### src/rtl/dm_ctrl_pkg.sv
// Shared definitions for the Mem-stage data memory sequencer.
// Holds the loadCtrl/saveCtrl codes, the sequencer state encoding, and the
// per-size alignment checks used in IDLE.
package dm_ctrl_pkg;

  localparam logic [2:0] LD_LB  = 3'd1;
  localparam logic [2:0] LD_LBU = 3'd2;
  localparam logic [2:0] LD_LH  = 3'd3;
  localparam logic [2:0] LD_LHU = 3'd4;
  localparam logic [2:0] LD_LW  = 3'd5;

  localparam logic [2:0] ST_SB  = 3'd1;
  localparam logic [2:0] ST_SH  = 3'd2;
  localparam logic [2:0] ST_SW  = 3'd3;

  typedef enum logic [1:0] {
    IDLE = 2'd0,
    BUSY = 2'd1,
    RESP = 2'd2
  } state_t;

  // Unknown codes fall into the word case, so they need a word-aligned address.
  function automatic logic ld_misaligned(input logic [2:0] ctrl, input logic [1:0] off);
    case (ctrl)
      LD_LB, LD_LBU: ld_misaligned = 1'b0;
      LD_LH, LD_LHU: ld_misaligned = off[0];
      default:       ld_misaligned = |off;
    endcase
  endfunction

  function automatic logic st_misaligned(input logic [2:0] ctrl, input logic [1:0] off);
    case (ctrl)
      ST_SB:   st_misaligned = 1'b0;
      ST_SH:   st_misaligned = off[0];
      default: st_misaligned = |off;
    endcase
  endfunction

endpackage

### src/rtl/dm_load_ext.sv
// Load data extension: selects a byte or half from a memory word and sign-
// or zero-extends it. Purely combinational.
// Ports: i_word (memory word), i_off (byte offset), i_loadCtrl (load code) -> o_data.
module dm_load_ext
  import dm_ctrl_pkg::*;
(
  input  logic [31:0] i_word,
  input  logic [1:0]  i_off,
  input  logic [2:0]  i_loadCtrl,
  output logic [31:0] o_data
);

  logic [7:0]  w_byte;
  logic [15:0] w_half;

  always_comb begin
    w_byte = i_word[{i_off, 3'b000} +: 8];
    w_half = i_off[1] ? i_word[31:16] : i_word[15:0];
    case (i_loadCtrl)
      LD_LB:   o_data = {{24{w_byte[7]}}, w_byte};
      LD_LBU:  o_data = {24'd0, w_byte};
      LD_LH:   o_data = {{16{w_half[15]}}, w_half};
      LD_LHU:  o_data = {16'd0, w_half};
      LD_LW:   o_data = i_word;
      default: o_data = i_word;
    endcase
  end

endmodule

### src/rtl/dm_access_ctrl.sv
// Mem-stage data memory sequencer: issues one memory access per request,
// waits LATENCY cycles for load data, extends it, and stalls the pipeline.
// Ports: pipeline request (ifLoad/ifSave/ctrl/addr/wData), pipeline response
// (stall/done/rData/addrErr), word-organised memory (memEn/We/Addr/Be/Wdata/Rdata).
module dm_access_ctrl
  import dm_ctrl_pkg::*;
#(
  parameter int LATENCY = 2,
  parameter int CNT_W   = 3
) (
  input  logic        i_clk,
  input  logic        i_reset,
  input  logic        i_ifLoad,
  input  logic        i_ifSave,
  input  logic [2:0]  i_loadCtrl,
  input  logic [2:0]  i_saveCtrl,
  input  logic [31:0] i_addr,
  input  logic [31:0] i_wData,
  output logic        o_stall,
  output logic        o_done,
  output logic [31:0] o_rData,
  output logic        o_addrErr,
  output logic        o_memEn,
  output logic        o_memWe,
  output logic [31:0] o_memAddr,
  output logic [3:0]  o_memBe,
  output logic [31:0] o_memWdata,
  input  logic [31:0] i_memRdata
);

  state_t           r_state;
  logic [CNT_W-1:0] r_cnt;
  logic [2:0]       r_ld_ctrl;
  logic [1:0]       r_off;
  logic             r_is_load;
  logic [31:0]      r_data;

  logic        w_req;
  logic        w_is_store;
  logic        w_misalign;
  logic        w_idle;
  logic        w_issue;
  logic [3:0]  w_be;
  logic [31:0] w_wdat;
  logic [31:0] w_ext;

  // A request with both flags set is a load; the store flag is ignored.
  assign w_req      = i_ifLoad | i_ifSave;
  assign w_is_store = i_ifSave & ~i_ifLoad;
  assign w_misalign = i_ifLoad ? ld_misaligned(i_loadCtrl, i_addr[1:0])
                               : (i_ifSave & st_misaligned(i_saveCtrl, i_addr[1:0]));
  assign w_idle     = (r_state == IDLE);

  // Everything combinational is gated by reset so outputs read 0 while it is held.
  assign w_issue   = ~i_reset & w_idle & w_req & ~w_misalign;
  assign o_addrErr = ~i_reset & w_idle & w_misalign;
  assign o_stall   = ~i_reset & w_req & ~o_addrErr & (r_state != RESP);
  assign o_done    = ~i_reset & (r_state == RESP);

  assign o_memEn    = w_issue;
  assign o_memWe    = w_issue & w_is_store;
  assign o_memAddr  = w_issue ? {i_addr[31:2], 2'b00} : 32'd0;
  assign o_memBe    = w_be;
  assign o_memWdata = w_wdat;

  always_comb begin
    w_be   = 4'b0000;
    w_wdat = 32'd0;
    if (w_issue) begin
      if (w_is_store) begin
        case (i_saveCtrl)
          ST_SB: begin
            w_be   = 4'b0001 << i_addr[1:0];
            w_wdat = {4{i_wData[7:0]}};
          end
          ST_SH: begin
            w_be   = i_addr[1] ? 4'b1100 : 4'b0011;
            w_wdat = {2{i_wData[15:0]}};
          end
          ST_SW: begin
            w_be   = 4'b1111;
            w_wdat = i_wData;
          end
          default: begin
            w_be   = 4'b1111;
            w_wdat = i_wData;
          end
        endcase
      end else begin
        w_be = 4'b1111;
      end
    end
  end

  // Extension works off latched controls so RESP ignores the next instruction.
  dm_load_ext u_load_ext (
    .i_word     (r_data),
    .i_off      (r_off),
    .i_loadCtrl (r_ld_ctrl),
    .o_data     (w_ext)
  );

  assign o_rData = (o_done & r_is_load) ? w_ext : 32'd0;

  always_ff @(posedge i_clk or posedge i_reset) begin
    if (i_reset) begin
      r_state   <= IDLE;
      r_cnt     <= '0;
      r_ld_ctrl <= 3'd0;
      r_off     <= 2'd0;
      r_is_load <= 1'b0;
      r_data    <= 32'd0;
    end else begin
      case (r_state)
        IDLE: begin
          if (w_issue) begin
            r_ld_ctrl <= i_loadCtrl;
            r_off     <= i_addr[1:0];
            r_is_load <= i_ifLoad;
            if (i_ifLoad) begin
              r_cnt   <= CNT_W'(LATENCY - 1);
              r_state <= BUSY;
            end else begin
              // Stores are posted: no read data to wait for.
              r_state <= RESP;
            end
          end
        end
        BUSY: begin
          if (r_cnt == '0) begin
            r_data  <= i_memRdata;
            r_state <= RESP;
          end else begin
            r_cnt <= r_cnt - 1'b1;
          end
        end
        RESP:    r_state <= IDLE;
        default: r_state <= IDLE;
      endcase
    end
  end

endmodule

### config.mk
export PLATFORM = sky130hd
export DESIGN_NAME = dm_access_ctrl
export DESIGN_NICKNAME = d
export VERILOG_FILES = /design/src/rtl/dm_ctrl_pkg.sv /design/src/rtl/dm_load_ext.sv /design/src/rtl/dm_access_ctrl.sv
export SDC_FILE = /design/constraint.sdc
export NUM_CORES = 1
export LEC_CHECK = 0
export CORE_MARGIN = 10
export CORE_UTILIZATION = 40
export DETAILED_ROUTE_END_ITERATION = 16
export DONT_BUFFER_PORTS = 1
export PLACE_DENSITY = 0.65
export RECOVER_POWER = 25
export REMOVE_ABC_BUFFERS = 1
export SYNTH_ARGS = -nofsm -noshare
export SYNTH_HDL_FRONTEND = slang
export SYNTH_SLANG_ARGS = --single-unit
### constraint.sdc
create_clock -name i_clk -period 4.07 [get_ports i_clk]
set_input_delay 0.407 -clock i_clk [delete_from_list [all_inputs] [get_ports i_clk]]
set_output_delay 0.407 -clock i_clk [all_outputs]
set_load 0.01 [all_outputs]
==> metrics.cfg <==
[place]
dpl.hpwl_mm = 9.978
port_buffers = 0
placed_cells = 537
post_dp_cell_area_sq_um = 3657
place_congestion = 0.8811

[drt]
drc = 0
via_count = 3285
drtIter0Drc = 171
wl_mm = 12.60
dr.pass1.iters = 5
viasPerCell = 6.028
wire_per_inst_um = 23.11
ant_nets = 0

[logic_synthesis]
synth-adder-area-share_pct = 0.6969
synth_seq_area_share_pct = 29.97
synthSimpleGateAreaFrac_pct = 27.39
synth-async-reset-ratio_pct = 100.0
ys_ff_latch = 43
synthMuxAreaShare_pct = 17.14
synth_compound_area_share_pct = 17.87
synth_cell_types = 48
synth_xor_xnor_area_share_pct = 0.4878
synth_top_family_by_area = simple AND/OR/NAND/NOR gates
syn-cell-area_sq_um = 3591
synth_cells = 451
avgSynthCellArea_sq_um = 7.962
synth_edf_count = 0
dominantRegCellSynth = dfrtp_1
synth-warning-count = 0

[final_layout]
area_growth_syn_to_layout_pct = 5.018
design_area_sq_um = 3771
fin_nets = 544
final_cells = 545
postLayoutCoreUtil_pct = 43.24
n_antenna_cell = 0
drive_gt1_share_pct = 15.33

[clock_network]
post_cts_buffers = 0
insertion_delay_ps = 300
cts_tree = built
cts_resized = 0
cts_hold_buf = 0
cts_buffers = 5
clk_path_buf_depth = 2
htree_levels = 2
cts.reportedPaths.clkPinSlew_ps = 80
cts.sinks = 43
root_buffer = clkbuf_8

[global_routing]
use_met1_pct = 19.81
met2_usage_pct = 31.52
antenna_found_initial = 1
grt_overflow_total = 0
met3_usage_pct = 8.073
first_global_vias = 3322
busiest_layer = met2
grt_first_pass_wirelength_mm = 19.11
grt_max_degree = 44
grtUsageTotal_pct = 17.88

[sta]
setup_viol = 0
drv_slew = 44
rsz0062_at_grt = false
period_share_pct = 85.46
period_minus_slack_ps = 3478
fin_skew_ps = 8.171
tns_ps = 0
clock.fmax_mhz = 287.5
slew_headroom_pct = -59.61
finalHoldViolations = 0
worstMarginPinSlew_ps = 2394

[setup_path]
worst_path_max_delay_cell = and2_1
reg2reg_depth = 5
slowest_delay_ps = 750
timing_worst_setup_path_type = reg2out
worst_path_most_repeated_cell = buf_4
worstSetupEndpointType = output pin
path_cells = o21ai_1 -> and2_1 -> buf_4 -> nor2_1 -> a2111oi_0 -> buf_4
critPathArrivalTime_ps = 3070
start_kind = register
worstPathRequired_ps = 3660
path_max_fanout = 22

[floorplan]
row_count = 34
io_pins = 211
dieArea_sq_um = 13170
core_area_sq_um = 8721
die_w_um = 114.8
chipHeight_um = 114.8
initial_core_util_pct = 41.18

[power_and_ir_drop]
ir_drop_v = 0.0002117
p_total_w = 0.002417
p_leak_nw = 1.557
power.density_nw_per_um2 = 641.0

[outcome]
status = finished with violations
violations = max-capacitance violations, max-slew violations

[hold_path]
min_path_cells = 2
holdCritPathClass = in2reg

[job]
maxCapViolCount = 1

==> cell families (layout without fill, tap and decap cells) <==
family | count (synthesis) | after routing
other cells | 1 | 2
xor+xnor | 2 | 2
fa+ha+maj | 2 | 2
mux | 55 | 55
simple gates | 213 | 213
compound gates | 86 | 86
buf+inv | 49 | 34
flops | 43 | 43
==> where the power goes <==
group | internal (W) | switching (W) | leakage (nW)
combinational | 0.000510 | 0.000696 | 0.976
sequential | 0.000639 | 0.000221 | 0.519
clock | 0.000199 | 0.000153 | 0.0612
==> flip-flops by register name (all words and copies together), names as in the netlist <==
signal     count
r_off          2
r_ld_ctrl      3
r_cnt          3
r_is_load      1
r_data        32
r_state        2
==> cells in the mapped netlist, types with 2 or more instances <==
cell type | n | area [sq um]
nor2_1 | 119 | 446.7
dfrtp_1 | 43 | 1076
and2_1 | 41 | 256.5
mux2_2 | 26 | 292.8
mux2i_1 | 24 | 240.2
nand2_1 | 23 | 86.33
a21oi_1 | 16 | 80.08
clkbuf_1 | 14 | 52.55
o21ai_0 | 14 | 70.07
inv_1 | 13 | 48.80
buf_2 | 11 | 55.05
nand2b_1 | 10 | 62.56
o211ai_1 | 9 | 67.56
o221a_2 | 8 | 90.09
o221ai_1 | 8 | 70.07
a2111oi_0 | 7 | 61.31
a41oi_1 | 7 | 61.31
a21boi_0 | 5 | 37.54
nor3_1 | 5 | 25.02
buf_1 | 4 | 15.01
buf_4 | 4 | 30.03
mux2_4 | 4 | 60.06
nor2b_1 | 3 | 18.77
nor3b_1 | 3 | 22.52
or3_1 | 3 | 18.77
a31o_2 | 2 | 17.52
buf_6 | 2 | 22.52
ha_1 | 2 | 25.02
xnor2_1 | 2 | 17.52
==> critical path: cells and delay by family, from the launching register on <==
| kind | cells | cell delay (ps) |
|---|---|---|
| AOI/OAI and AO/OA | 2 | 940 |
| buffers and inverters | 2 | 510 |
| DFF | 1 | 510 |
| and+or+nand+nor | 2 | 800 |
==> placed cells by master (no fill, tap or decap), types with 2 or more instances in the layout <==
cell,count
nor2_1,118
dfrtp_1,43
and2_1,41
mux2_2,26
mux2i_1,24
nand2_1,23
a21oi_1,16
o21ai_0,14
inv_1,12
buf_4,11
nand2b_1,10
o211ai_1,9
o221ai_1,8
o221a_2,8
a41oi_1,7
a2111oi_0,7
clkbuf_8,6
nor3_1,5
a21boi_0,5
mux2_4,4
or3_1,3
nor2b_1,3
a31o_2,2
xnor2_1,2
nor3b_1,2
ha_1,2
conb_1,2
==> worst paths after layout <==
| check | startpoint | endpoint | slack (ps) |
|---|---|---|---|
| worst min register to register | r_cnt[1] | r_cnt[1] | 520 |
| worst min-delay path | i_memRdata[22] | r_data[22] | 220 |
| worst max register to register | r_cnt[0] | r_data[23] | 1940 |
| min in group asynchronous | i_reset | r_state[1] | 870 |
| worst max-delay path | r_ld_ctrl[1] | o_rData[2] | 590 |
| max in group asynchronous | i_reset | r_data[1] | 1840 |
==> per-layer routing <==
metal	wire, um	vias to the layer above
li1	-	1536
met1	4692	1563
met2	6248	176
met3	1559	10
met4	95	0
met5	0	-
==> final cells by class <==
class,instances,area (sq um)
sequential,43,1076
inverter,14,52.55
clock buffer,6,82.58
tap,108,135.1
timing repair buffer,12,86.33
multi-input combinational,360,2303
fill,869,4950
clock inverter,2,35.03
==> metrics by stage <==
stage / hold slack, ps / setup WS, ps
2_1_floorplan: 482.5 / 1060
3_3_place_gp: 465.9 / 1069
3_5_place_dp: 465.5 / 975.2
4_1_cts: 138.4 / 613.5
5_1_grt: 224.4 / 370.8
6_report: 224.9 / 591.9
Note: power is estimated with default switching activity, not from simulation.
